### src/rtl/serial_engine_scheduler_if.sv
// Requester, status and engine-side signals of the serial engine scheduler.
// err exists only when SCHED_PARITY_CHECK_EN is defined.
interface serial_engine_scheduler_if #(
  parameter int N_REQ = 4,
  parameter int W     = 8
);
  localparam int IDW = $clog2(N_REQ);

  logic [N_REQ-1:0]   req;
  logic [N_REQ*W-1:0] req_data;
  logic [N_REQ-1:0]   gnt;
  logic               eng_rst;
  logic               eng_din;
  logic               eng_dout;
  logic               busy;
  logic               done;
  logic [IDW-1:0]     done_id;
  logic               result;
`ifdef SCHED_PARITY_CHECK_EN
  logic               err;
`endif

  modport slave (
    input  req, req_data, eng_dout,
    output gnt, eng_rst, eng_din, busy, done, done_id, result
`ifdef SCHED_PARITY_CHECK_EN
    , output err
`endif
  );

  modport master (
    output req, req_data, eng_dout,
    input  gnt, eng_rst, eng_din, busy, done, done_id, result
`ifdef SCHED_PARITY_CHECK_EN
    , input err
`endif
  );
endinterface

### src/rtl/serial_engine_scheduler.sv
// Round-robin sharing of one serial parity engine; done W+3 cycles after the IDLE grant edge,
// requests wait while busy. SCHED_PARITY_CHECK_EN adds the err parity cross-check.
module serial_engine_scheduler #(
  parameter int N_REQ = 4,
  parameter int W     = 8
) (
  input  logic                    clk,
  input  logic                    rst,
  serial_engine_scheduler_if.slave bus
);
  localparam int IDW = $clog2(N_REQ);
  localparam int CW  = $clog2(W) + 1;

  typedef enum logic [2:0] {IDLE, ERST, WAKE, SHIFT, DONE} state_e;

  state_e           state_q, state_d;
  logic [IDW-1:0]   ptr_q, ptr_d;
  logic [IDW-1:0]   id_q, id_d;
  logic [W-1:0]     word_q, word_d;
  logic [CW-1:0]    cnt_q, cnt_d;
  logic [N_REQ-1:0] gnt_q, gnt_d;
  logic             result_q, result_d;
  logic [IDW-1:0]   done_id_q, done_id_d;
`ifdef SCHED_PARITY_CHECK_EN
  logic             err_q, err_d;
`endif
  logic [IDW:0]     pick;
  logic [W-1:0]     word_sh;

  // Search starts just after the last served requester; scanning downwards lets
  // the nearest set bit overwrite farther ones.
  function automatic logic [IDW:0] rr_pick(input logic [N_REQ-1:0] r, input logic [IDW-1:0] p);
    logic [IDW:0] res;
    int j;
    res = '0;
    for (int k = N_REQ; k >= 1; k--) begin
      j = (int'(p) + k) % N_REQ;
      if (r[IDW'(j)]) res = {1'b1, IDW'(j)};
    end
    return res;
  endfunction

  always_ff @(posedge clk or posedge rst) begin
    if (rst) begin
      state_q   <= IDLE;
      ptr_q     <= IDW'(N_REQ - 1);
      id_q      <= '0;
      word_q    <= '0;
      cnt_q     <= '0;
      gnt_q     <= '0;
      result_q  <= 1'b0;
      done_id_q <= '0;
`ifdef SCHED_PARITY_CHECK_EN
      err_q     <= 1'b0;
`endif
    end else begin
      state_q   <= state_d;
      ptr_q     <= ptr_d;
      id_q      <= id_d;
      word_q    <= word_d;
      cnt_q     <= cnt_d;
      gnt_q     <= gnt_d;
      result_q  <= result_d;
      done_id_q <= done_id_d;
`ifdef SCHED_PARITY_CHECK_EN
      err_q     <= err_d;
`endif
    end
  end

  always_comb begin
    state_d   = state_q;
    ptr_d     = ptr_q;
    id_d      = id_q;
    word_d    = word_q;
    cnt_d     = cnt_q;
    gnt_d     = '0;
    result_d  = result_q;
    done_id_d = done_id_q;
`ifdef SCHED_PARITY_CHECK_EN
    err_d     = err_q;
`endif
    pick      = rr_pick(bus.req, ptr_q);
    case (state_q)
      IDLE: if (pick[IDW]) begin
        state_d = ERST;
        ptr_d   = pick[IDW-1:0];
        id_d    = pick[IDW-1:0];
        word_d  = W'(bus.req_data >> (int'(pick[IDW-1:0]) * W));
        gnt_d   = {{(N_REQ-1){1'b0}}, 1'b1} << pick[IDW-1:0];
      end
      ERST:  state_d = WAKE;
      WAKE: begin
        state_d = SHIFT;
        cnt_d   = '0;
      end
      SHIFT: begin
        if (cnt_q == CW'(W - 1)) state_d = DONE;
        else                     cnt_d   = cnt_q + 1'b1;
      end
      DONE: begin
        state_d   = IDLE;
        result_d  = bus.eng_dout;
        done_id_d = id_q;
`ifdef SCHED_PARITY_CHECK_EN
        err_d     = bus.eng_dout != ^word_q;
`endif
      end
      default: state_d = IDLE;
    endcase
  end

  // result/done_id are live in DONE and held from the capture flops afterwards.
  always_comb begin
    word_sh      = word_q >> cnt_q;
    bus.gnt      = gnt_q;
    bus.busy     = state_q != IDLE;
    bus.eng_rst  = rst | (state_q == ERST);
    bus.eng_din  = (state_q == SHIFT) & word_sh[0];
    bus.done     = state_q == DONE;
    bus.result   = (state_q == DONE) ? bus.eng_dout : result_q;
    bus.done_id  = (state_q == DONE) ? id_q : done_id_q;
`ifdef SCHED_PARITY_CHECK_EN
    bus.err      = (state_q == DONE) ? (bus.eng_dout != ^word_q) : err_q;
`endif
  end
endmodule

### src/flat_wrapper.sv
// flat-port wrapper written by rule: the top's interface ports become plain ports
module serial_engine_scheduler_flat 
#(
  parameter int N_REQ = 4,
  parameter int W     = 8
)
  (clk, rst, bus_req, bus_req_data, bus_eng_dout, bus_gnt, bus_eng_rst, bus_eng_din, bus_busy, bus_done, bus_done_id, bus_result);
  serial_engine_scheduler_if #(.N_REQ(N_REQ), .W(W)) bus_i ();
  input  logic clk;
  input  logic rst;
  input wire logic [$bits(bus_i.req)-1:0] bus_req;
  input wire logic [$bits(bus_i.req_data)-1:0] bus_req_data;
  input wire logic [$bits(bus_i.eng_dout)-1:0] bus_eng_dout;
  output wire logic [$bits(bus_i.gnt)-1:0] bus_gnt;
  output wire logic [$bits(bus_i.eng_rst)-1:0] bus_eng_rst;
  output wire logic [$bits(bus_i.eng_din)-1:0] bus_eng_din;
  output wire logic [$bits(bus_i.busy)-1:0] bus_busy;
  output wire logic [$bits(bus_i.done)-1:0] bus_done;
  output wire logic [$bits(bus_i.done_id)-1:0] bus_done_id;
  output wire logic [$bits(bus_i.result)-1:0] bus_result;
  assign bus_i.req = bus_req;
  assign bus_i.req_data = bus_req_data;
  assign bus_i.eng_dout = bus_eng_dout;
  assign bus_gnt = bus_i.gnt;
  assign bus_eng_rst = bus_i.eng_rst;
  assign bus_eng_din = bus_i.eng_din;
  assign bus_busy = bus_i.busy;
  assign bus_done = bus_i.done;
  assign bus_done_id = bus_i.done_id;
  assign bus_result = bus_i.result;
  serial_engine_scheduler #(.N_REQ(N_REQ), .W(W)) u_core (.clk(clk), .rst(rst), .bus(bus_i));
endmodule
### config.mk
export PLATFORM = sky130hd
export DESIGN_NAME = serial_engine_scheduler_flat
export DESIGN_NICKNAME = d
export VERILOG_FILES = /design/src/rtl/serial_engine_scheduler_if.sv /design/src/rtl/serial_engine_scheduler.sv /design/src/flat_wrapper.sv
export SDC_FILE = /design/constraint.sdc
export NUM_CORES = 1
export LEC_CHECK = 0
export BUFFER_PORTS_ARGS = -buffer_cell sky130_fd_sc_hd__buf_2
export CAP_MARGIN = 20
export CORE_MARGIN = 2
export CORE_UTILIZATION = 30
export CTS_CLUSTER_DIAMETER = 200
export DETAILED_ROUTE_END_ITERATION = 8
export PLACE_DENSITY = 0.64
export SLEW_MARGIN = 20
export SYNTH_ARGS = -nofsm -noshare
export SYNTH_HDL_FRONTEND = slang
export SYNTH_SLANG_ARGS = --single-unit
### constraint.sdc
create_clock -name clk -period 4.7 [get_ports clk]
set_input_delay 0.235 -clock clk [delete_from_list [all_inputs] [get_ports clk]]
set_output_delay 0.235 -clock clk [all_outputs]
set_load 0.02 [all_outputs]
==> metrics.md <==
| Metric | Value |
|---|---|
| Max Clock Skew | 0.004859 ns |
| Initial cell density of the core | 30.67% |
| Critical path arrival | 2.33 ns |
| Post-synth EDFFs | 0 |
| Nets | 234 |
| Worst min path class | in2async |
| Drt total wl | 3300 um |
| Global-route wire length before repair | 5713 um |
| Post-CTS sizing | 0 |
| Crit end category | register |
| Synth Register Bits | 26 |
| Hold_ws | 0.01326 ns |
| Vias/cell | 4.764 |
| CTS H-tree lvls | 1 |
| Sink Count | 26 |
| CTS hold repair buffers | 0 |
| Family with the most delay on the worst path | simple AND/OR/NAND/NOR gates |
| Syn_nets | 189 |
| Worst vdd ir | 0.0001828 V |
| Worst EP required | 4.82 ns |
| Biggest fanout along the worst timing path | 14 |
| Fill cells | 533 |
| CP Cell Sequence | or3_1, nor2_2, nand2_2, a211oi_1, a211oi_1 |
| Slowest stage delay, CP | 0.47 ns |
| Count leader, synth | dfrtp_1 |
| Crit path kind | reg2reg |
| Post-route DRC | 0 |
| # setup viols final | 0 |
| Asr flop ratio synth | 100.0% |
| Synth Cell Area | 1536 um^2 |
| Core region area | 5010 um^2 |
| Yosys synthesis warning count | 0 |
| Post-route ant nets | 0 |
| Worst Path Buf+Inv | 0 |
| PortBufs | 49 |
| # IOs | 50 |
| Final global-route overflow total | 0 |
| GRT Total Usage | 12.91% |
| Cells after synthesis | 149 |
| Row count | 26 |
| Die X | 75.57 um |
| Area of the multi-input gates | 752.0 um^2 |
| Worst path depth | 5 |
| Fmax | 0.4529 GHz |
| Initial antenna violation count | 0 |
| RR Endpoint | u_core.word_q[1] |
| Status | complete, no violations |
| Area delta synth->final | 19.87% |
| CTS tree | yes |
| Clk slew on worst S/H paths | 0.09 ns |
| Final GP Congestion | 0.7759 |
| Most used cell, CP | a211oi_1 |
| Vias in the first global route | 1,230 |
| Synth cell types | 44 |
| Synth top area share | 39.09% |
| Worst r2r src | u_core.state_q[0] |
| Reg2Reg Depth | 5 |
| Pre-antenna DRT Iters | 4 |
| RSZ-0062 raised after global routing | no |
| Die H | 75.57 um |
| DP HPWL | 2508 um |
| Clock Tree Root | clkbuf_8 |
| Share of layout cells above drive strength 1 | 38.34% |
| Max Root-Sink Buffers | 2 |
| PwrDens | 512.5 nW/um^2 |
| Final Max Tran Viols | 0 |
| Die Area | 5710 um^2 |
| Slowest cell on the critical path | dfrtp_1 |
| Slew HR | 55.76% |
| Initial DRC Count | 73 |
| Register-to-Register Setup Slack | 2.49 ns |
| Most frequent cells after synthesis | dfrtp_1, nor2_1, inv_1, a211oi_1, mux2i_1 |
| Average wire per standard cell | 12.55 um |
| Largest net degree at the start of global routing | 28 |
| Final cell utilization of the core | 36.76% |
| LEAKAGE | 0.0008699 uW |
| Ant diodes | 0 |
| Setup_tns | 0 ns |
| Post-CTS Setup Bufs | 0 |
| Total CTS buffers | 3 |
| Seq/Total Area, Yosys | 42.51% |
| Post-synth top area cell | dfrtp_1 |
| Syn_area_per_cell | 10.31 um^2 |
| Fin crit period | 2.208 ns |
| Register area | 653.1 um^2 |
| Synth Flop Type | dfrtp_1 |
| Startpoint types | register |
| Top cells by area, synth | dfrtp_1, mux2i_1, a211oi_1, a211oi_2, dfstp_2 |
| Final hold vios | 0 |
| Slew @ Worst Pin | 0.6600 ns |
| Final Cycle Share | 46.98% |
| Worst-Skew Late Latency | 0.27 ns |
| Max_cap viols | 0 |
| Routed vias | 1,253 |
==> report_power, final <==
part	internal, uW	leakage, uW	switching, uW
clock network	74.8	0.0000288	68.0
logic	182	0.000522	242
registers	310	0.000319	67.3
total	567	0.000870	377
==> flip-flops by register name (all words and copies together), names as in the netlist <==
signal            cells
u_core.ptr_q          2
u_core.done_id_q      2
u_core.word_q         8
u_core.state_q        3
u_core.result_q       1
u_core.cnt_q          4
u_core.id_q           2
u_core.bus.gnt        4
==> cell type report <==
| class | count | share of cell area [%] |
|---|---|---|
| multi-input combinational | 102 | 40.83 |
| sequential | 26 | 35.46 |
| timing repair buffer | 50 | 13.72 |
| tap | 70 | 4.755 |
| clock buffer | 4 | 2.989 |
| inverter | 11 | 2.242 |
==> worst register-to-register path, delay by kind of cell, from the launching register on <==
kind               cells  cell delay (ns)
AOI/OAI and AO/OA      2             0.35
DFF                    1             0.47
and+or+nand+nor        3             1.24
==> placed cells by master, fill, tap and decap left out, types with 2 or more instances in the layout <==
cell type and instances:
buf_2 49, dfrtp_1 24, nor2_1 14, inv_1 11, a211oi_1 9, mux2i_1 8
a31oi_1 7, a21oi_1 6, o21ai_0 5, nor2b_1 5, nand2_1 5, nand3_1 5
a211oi_2 5, clkbuf_8 4, mux2_2 3, nand2b_1 2, a21o_1 2, and2_1 2
mux4_2 2, nor3_1 2, dfstp_2 2
==> stage by stage <==
step / total power [uW] / instance area [um^2] / instances / setup slack (ns)
after floorplan: 747.9 / 1536 / 149 / 2.941
after global placement: 799.3 / 1787 / 259 / 2.600
after detailed placement: 807.6 / 1787 / 259 / 2.537
after CTS: 952.6 / 1842 / 263 / 2.503
after global routing: 1023 / 1842 / 263 / 2.340
final: 943.9 / 1842 / 263 / 2.492
==> logic make-up after synthesis <==
kind of cell             count (synthesis)  synth area share, %
AO/OA/AOI/OAI                           42                21.34
XOR/XNOR                                 1               0.5701
flip-flops                              26                42.51
buffers and inverters                   21                8.551
multiplexers                            14                11.32
AND/OR/NAND/NOR                         44                14.90
adder cells (fa/ha/maj)                  1               0.8142
==> worst max-delay path by stage <==
stage	startpoint	end	slack (ns)
finish	u_core.state_q[0]	u_core.word_q[1]	2.49
global placement	u_core.state_q[0]	u_core.word_q[2]	2.60
global route	u_core.state_q[0]	u_core.word_q[0]	2.34
floorplan	u_core.state_q[0]	u_core.word_q[3]	2.94
CTS	u_core.state_q[0]	u_core.word_q[1]	2.50
detailed placement	u_core.state_q[0]	u_core.word_q[1]	2.54
==> per-layer routing <==
| layer | wire, um | GRT usage [%] | part of all wire [%] |
|---|---|---|---|
| met2 | 1548 | 20.77 | 47 |
| met5 | 0 | 0 | 0 |
| met3 | 163 | 2.116 | 4.9 |
| met4 | 14 | 3.509 | 0.42 |
| met1 | 1573 | 18.11 | 48 |
Note: power is estimated with default switching activity, not from simulation.
